## src/rtl/load_align_unit_if.sv

```systemverilog
// Load align unit bus: core load request/result plus data-memory read port.
// slave = the load unit itself, master = the core/memory side driving it.
interface load_align_unit_if;
  logic        ld_valid;
  logic        ld_ready;
  logic [31:0] ld_addr;
  logic [1:0]  ld_size;
  logic        ld_unsigned;
  logic        mem_req;
  logic [31:0] mem_addr;
  logic        mem_gnt;
  logic        mem_rvalid;
  logic [31:0] mem_rdata;
  logic        rd_valid;
  logic [31:0] rd_data;
  logic        ld_err;

  modport slave (
    input  ld_valid, ld_addr, ld_size, ld_unsigned,
    input  mem_gnt, mem_rvalid, mem_rdata,
    output ld_ready, mem_req, mem_addr,
    output rd_valid, rd_data, ld_err
  );

  modport master (
    output ld_valid, ld_addr, ld_size, ld_unsigned,
    output mem_gnt, mem_rvalid, mem_rdata,
    input  ld_ready, mem_req, mem_addr,
    input  rd_valid, rd_data, ld_err
  );
endinterface

```

## src/rtl/load_align_unit.sv

```systemverilog
// Load align unit: word-aligned memory read, lane select, sign/zero extend.
// Ports: clk, rst (sync, active-high), bus (load_align_unit_if.slave).
// Param TIMEOUT_CYCLES (0 = none). Macro LSU_MISALIGN_TRAP_EN traps misaligned loads.
module load_align_unit #(
  parameter int unsigned TIMEOUT_CYCLES = 255
) (
  input  logic clk,
  input  logic rst,
  load_align_unit_if.slave bus
);

  localparam int CW = (TIMEOUT_CYCLES < 2) ? 1 :
                      $clog2(TIMEOUT_CYCLES + 1);
  localparam logic [CW-1:0] TMO = CW'(TIMEOUT_CYCLES);

  typedef enum logic [2:0] {
    S_IDLE, S_REQ, S_WAIT, S_RESP, S_ERR
  } state_e;

  state_e      state_q, state_d;
  logic [31:0] addr_q, addr_d;
  logic [1:0]  off_q, off_d;
  logic [1:0]  size_q, size_d;
  logic        uns_q, uns_d;
  logic [CW-1:0] cnt_q, cnt_d;
  logic [31:0] rdata_q, rdata_d;

  logic        misal;
  logic [7:0]  lane_b;
  logic [15:0] lane_h;
  logic [31:0] ext;

`ifdef LSU_MISALIGN_TRAP_EN
  assign misal = (bus.ld_size == 2'b01 && bus.ld_addr[0]) ||
                 (bus.ld_size[1] && bus.ld_addr[1:0] != 2'b00);
`else
  assign misal = 1'b0;
`endif

  // Lane select uses the offset latched at accept time.
  always_comb begin
    lane_b = bus.mem_rdata[{off_q, 3'b000} +: 8];
    lane_h = off_q[1] ? bus.mem_rdata[31:16]
                      : bus.mem_rdata[15:0];
    ext    = bus.mem_rdata;
    unique case (1'b1)
      (size_q == 2'b00):
        ext = {{24{~uns_q & lane_b[7]}}, lane_b};
      (size_q == 2'b01):
        ext = {{16{~uns_q & lane_h[15]}}, lane_h};
      default:
        ext = bus.mem_rdata;
    endcase
  end

  always_comb begin
    state_d = state_q;
    addr_d  = addr_q;
    off_d   = off_q;
    size_d  = size_q;
    uns_d   = uns_q;
    cnt_d   = cnt_q;
    rdata_d = rdata_q;
    unique case (state_q)
      S_IDLE: begin
        if (bus.ld_valid) begin
          addr_d = {bus.ld_addr[31:2], 2'b00};
          off_d  = bus.ld_addr[1:0];
          size_d = bus.ld_size;
          uns_d  = bus.ld_unsigned;
          if (misal) begin
            state_d = S_ERR;
            rdata_d = '0;
          end else begin
            state_d = S_REQ;
          end
        end
      end
      S_REQ: begin
        if (bus.mem_gnt) begin
          state_d = S_WAIT;
          cnt_d   = '0;
        end
      end
      S_WAIT: begin
        // rvalid wins over a same-cycle timeout
        if (bus.mem_rvalid) begin
          state_d = S_RESP;
          rdata_d = ext;
        end else if (TIMEOUT_CYCLES != 0 &&
                     cnt_q + CW'(1) == TMO) begin
          state_d = S_ERR;
          rdata_d = '0;
        end else begin
          cnt_d = cnt_q + CW'(1);
        end
      end
      S_RESP:  state_d = S_IDLE;
      S_ERR:   state_d = S_IDLE;
      default: state_d = S_IDLE;
    endcase
  end

  always_ff @(posedge clk) begin
    if (rst) begin
      state_q <= S_IDLE;
      addr_q  <= '0;
      off_q   <= '0;
      size_q  <= '0;
      uns_q   <= 1'b0;
      cnt_q   <= '0;
      rdata_q <= '0;
    end else begin
      state_q <= state_d;
      addr_q  <= addr_d;
      off_q   <= off_d;
      size_q  <= size_d;
      uns_q   <= uns_d;
      cnt_q   <= cnt_d;
      rdata_q <= rdata_d;
    end
  end

  assign bus.ld_ready = (state_q == S_IDLE);
  assign bus.mem_req  = (state_q == S_REQ);
  assign bus.mem_addr = addr_q;
  assign bus.rd_valid = (state_q == S_RESP);
  assign bus.rd_data  = rdata_q;
  assign bus.ld_err   = (state_q == S_ERR);

endmodule

```

## src/flat_wrapper.sv

```systemverilog
// flat-port wrapper written by rule: the top's interface ports become plain ports
module load_align_unit_flat 
#(
  parameter int unsigned TIMEOUT_CYCLES = 255
)
  (clk, rst, bus_ld_valid, bus_ld_addr, bus_ld_size, bus_ld_unsigned, bus_mem_gnt, bus_mem_rvalid, bus_mem_rdata, bus_ld_ready, bus_mem_req, bus_mem_addr, bus_rd_valid, bus_rd_data, bus_ld_err);
  load_align_unit_if bus_i ();
  input  logic clk;
  input  logic rst;
  input wire logic [$bits(bus_i.ld_valid)-1:0] bus_ld_valid;
  input wire logic [$bits(bus_i.ld_addr)-1:0] bus_ld_addr;
  input wire logic [$bits(bus_i.ld_size)-1:0] bus_ld_size;
  input wire logic [$bits(bus_i.ld_unsigned)-1:0] bus_ld_unsigned;
  input wire logic [$bits(bus_i.mem_gnt)-1:0] bus_mem_gnt;
  input wire logic [$bits(bus_i.mem_rvalid)-1:0] bus_mem_rvalid;
  input wire logic [$bits(bus_i.mem_rdata)-1:0] bus_mem_rdata;
  output wire logic [$bits(bus_i.ld_ready)-1:0] bus_ld_ready;
  output wire logic [$bits(bus_i.mem_req)-1:0] bus_mem_req;
  output wire logic [$bits(bus_i.mem_addr)-1:0] bus_mem_addr;
  output wire logic [$bits(bus_i.rd_valid)-1:0] bus_rd_valid;
  output wire logic [$bits(bus_i.rd_data)-1:0] bus_rd_data;
  output wire logic [$bits(bus_i.ld_err)-1:0] bus_ld_err;
  assign bus_i.ld_valid = bus_ld_valid;
  assign bus_i.ld_addr = bus_ld_addr;
  assign bus_i.ld_size = bus_ld_size;
  assign bus_i.ld_unsigned = bus_ld_unsigned;
  assign bus_i.mem_gnt = bus_mem_gnt;
  assign bus_i.mem_rvalid = bus_mem_rvalid;
  assign bus_i.mem_rdata = bus_mem_rdata;
  assign bus_ld_ready = bus_i.ld_ready;
  assign bus_mem_req = bus_i.mem_req;
  assign bus_mem_addr = bus_i.mem_addr;
  assign bus_rd_valid = bus_i.rd_valid;
  assign bus_rd_data = bus_i.rd_data;
  assign bus_ld_err = bus_i.ld_err;
  load_align_unit #(.TIMEOUT_CYCLES(TIMEOUT_CYCLES)) u_core (.clk(clk), .rst(rst), .bus(bus_i));
endmodule
```

## config.mk

```make
export PLATFORM = sky130hd
export DESIGN_NAME = load_align_unit_flat
export DESIGN_NICKNAME = d
export VERILOG_FILES = /design/src/rtl/load_align_unit_if.sv /design/src/rtl/load_align_unit.sv /design/src/flat_wrapper.sv
export SDC_FILE = /design/constraint.sdc
export NUM_CORES = 1
export LEC_CHECK = 0
export BUFFER_PORTS_ARGS = -buffer_cell sky130_fd_sc_hd__buf_4
export CAP_MARGIN = 10
export CORE_MARGIN = 2
export CORE_UTILIZATION = 50
export CTS_BUF_LIST = sky130_fd_sc_hd__clkbuf_8
export CTS_CLUSTER_SIZE = 28
export DETAILED_ROUTE_END_ITERATION = 8
export PLACE_DENSITY = 0.9
export SYNTH_ARGS = -nofsm -noshare
export SYNTH_HDL_FRONTEND = slang
export SYNTH_SLANG_ARGS = --single-unit
```

## constraint.sdc

```tcl
create_clock -name clk -period 3.95 [get_ports clk]
set_clock_uncertainty 0.05 [all_clocks]
set_input_delay 0.79 -clock clk [delete_from_list [all_inputs] [get_ports clk]]
set_output_delay 0.79 -clock clk [all_outputs]
set_load 0.005 [all_outputs]
```

==> run summary <==
Worst Tran Pin Value: 1.09 ns
Reg-to-reg endpoint: u_core.bus.rd_data[17]
Hold Slack: 0.407 ns
Slew HR: 27.1%
Cell count after synthesis: 433
Worst Hold Class: reg2reg
Grt total ovfl: 0
Kind of critical path: reg2reg
Internal: 0.00140 W
Tmin final: 2.62 ns
Die area: 0.00775 mm²
Core Box Area: 0.00683 mm²
Hold Path Depth: 2
Port Buffers: 137
Fin Setup TNS: 0 ns
Remaining antenna violation count: 0
H-tree Lvls: 3
Initial DRC Count: 322
Syn Std Cell Area: 0.00353 mm²
Reg-to-Reg Start: u_core.off_q[1]
Pin count of the biggest net entering global routing: 50
I/O pin count: 140
Via density per instance: 5.39
Final #Nets: 627
Synth async-reset ratio: 0%
Min-Delay Endpoint: u_core.bus.mem_addr[9]
Max Fclk: 382 MHz
Slew Viols, Final: 0
Utilization after layout: 70.1%
Maximum clock path buffer count: 2
Sw Share: 25.0%
Share of cells above drive strength 1: 30.6%
DR WL/cell: 14.2 µm
Worst-Skew Late Latency: 0.35 ns
Pre-CTS setup slack: 1.39 ns
Clock root buffer: clkbuf_8
CTS-repair resized insts: 0
Antenna violations before repair: 0
FP Rows: 30
Clock sink count: 78
Diode count: 0
# Max-Cap Violations: 0
Fin worst setup slack: 1.33 ns
Total GRT Usage: 23.9%
Yosys top cell area share: 44.2%
Post-Route WL: 9.29 mm
Initial Util: 51.7%
Die H: 88.1 µm
Clk slew on worst S/H paths: 0.08 ns
CP max-delay cell: dfxtp_1
Synth top cells by count: 97 x nand2_1, 78 x dfxtp_1, 41 x a21oi_1
Ys Warns: 0
Pwr/cell area: 390 mW/mm²
Hold Fails Final Rpt: 0
Peak supply drop: 269 µV
Biggest cell delay along the critical path: 0.90 ns
Final setup viols: 0
Status: finished, final reports clean
Worst Path Max Fanout: 26
Most frequent cell on the critical path: mux2i_1
Crit path launch type: flop
GP Congestion: 0.898
Netlist cell types: 53
First-pass GRT wire length: 14.6 mm
Clock power share: 39.1%
Leak: 2.12 nW
Via count of the routed design: 3524
Detailed Routing Iterations Pass 1: 5
Number of global-route vias before repair: 3268
Die span in x: 88.1 µm
Critical-path cell list: mux2i_1 -> mux2i_1 -> a21oi_1 -> nand2_1 -> nand3_2 -> o2bb2ai_1
RSZ-0062 raised after global routing: false
Fin crit share: 66.2%
Register-to-Register Path Depth: 6
Most numerous cell in the Yosys netlist: nand2_1
Post-synthesis sequential area ratio: 44.2%
Hold-fix buffers at CTS: 0
DP HPWL: 6.73 mm
Syn Area/Cell: 8.16 µm²
Min-delay src: u_core.bus.mem_addr[9]
Syn-to-layout area delta: 35.7%
Leading area contributor after synthesis: dfxtp_1
CP Capture Type: flop
Main synth FF type: dfxtp_1
Synth area leaders: dfxtp_1 44%, nand2_1 10%, a21oi_1 5.8%
CTS tree: built
Detailed-route DRC error count: 0
Setup Buffers After CTS: 0
CP arrival: 2.79 ns
Psw: 0.000468 W
Req. time, crit path: 4.13 ns
Post-synth EDFFs: 0
Flop pwr share: 45.8%
Gate power share: 15.1%
CP delay by family, top: flip-flops
Buf/Inv on CP: 0
Synth Register Bits: 78
TritonCTS buffer count: 9
Reg-to-reg slack, setup: 1.33 ns
[state kept, by name, summed over array words and instances (netlist names)]
| signal | cells |
|---|---|
| u_core.bus.rd_data | 32 |
| u_core.uns_q | 1 |
| u_core.size_q | 2 |
| u_core.off_q | 2 |
| u_core.cnt_q | 8 |
| u_core.bus.mem_addr | 30 |
| u_core.state_q | 3 |
[cell usage in the layout (no fill, tap or decap), types with 3 or more instances in the layout]
cell	n
buf_4	139
a31oi_1	7
a21oi_1	41
o2bb2ai_1	22
dfxtp_1	78
and2b_2	6
inv_1	20
nand2_1	97
nand2b_1	3
o21ai_0	20
o31ai_1	3
and2_1	3
nand3_1	6
nor2_1	24
mux2i_1	3
a221oi_1	7
bufinv_16	3
nor3b_1	3
a21o_1	6
nor2b_1	11
nor3_1	8
clkbuf_8	10
[worst min-delay path: stages, from the launching register on]
cell	delay [ns]
dfxtp_1	0.31
nand2_1	0.05
a21oi_1	0.05
[kinds of logic (layout without fill, tap and decap cells)]
logic type      after synthesis  count (layout)  share of synthesized area [%]
flops                        78              78                           44.2
mux                           4               4                           1.17
xor+xnor                      3               3                          0.744
other cells                   1               2                          0.106
simple gates                175             175                           23.2
fa+ha+maj                     2               2                          0.708
buf+inv                      51             175                           7.12
compound gates              119             119                           22.8
[metrics by stage]
step | power (W) | instance area, µm² | instances
finish | 0.00187 | 4790 | 654
global route | 0.00195 | 4790 | 654
detailed placement | 0.00115 | 4520 | 637
floorplan | 0.00101 | 3540 | 434
global placement | 0.00114 | 4520 | 637
CTS | 0.00187 | 4770 | 653
[layout make-up]
cell class                      instances  area (µm²)
Sequential cell                        78        1560
Timing Repair Buffer                  140        1070
Fill cell                             532        2040
Clock inverter                          6         110
Inverter                               19        71.3
Multi-Input combinational cell        305        1720
Tap cell                               96         120
Clock buffer                           10         138
[power groups by stage]
| stage | logic, W | registers, W | clock network [W] |
|---|---|---|---|
| after floorplan | 0.000148 | 0.000865 | 0 |
| after global placement | 0.000270 | 0.000871 | 0 |
| after detailed placement | 0.000277 | 0.000873 | 0 |
| after CTS | 0.000278 | 0.000855 | 0.000740 |
| after global routing | 0.000311 | 0.000861 | 0.000774 |
| final | 0.000283 | 0.000856 | 0.000731 |
[layer usage]
metal / track usage [%] / part of all wire (%)
met1: 30.6 / 41
met2: 38.4 / 48
met3: 7.26 / 9.3
met4: 8.82 / 1.4
met5: 0 / 0
[how the worst max path moves through the flow]
stage	to	startpoint	cells after the start
after floorplan	u_core.bus.rd_data[26]	bus_mem_rdata[23]	7
after global placement	u_core.bus.rd_data[20]	u_core.cnt_q[0]	8
after detailed placement	u_core.bus.rd_data[17]	u_core.cnt_q[0]	8
after CTS	u_core.bus.rd_data[17]	u_core.cnt_q[0]	8
after global routing	u_core.bus.rd_data[21]	u_core.off_q[1]	6
final	u_core.bus.rd_data[17]	u_core.off_q[1]	6
(Power assumes the default switching activity.)
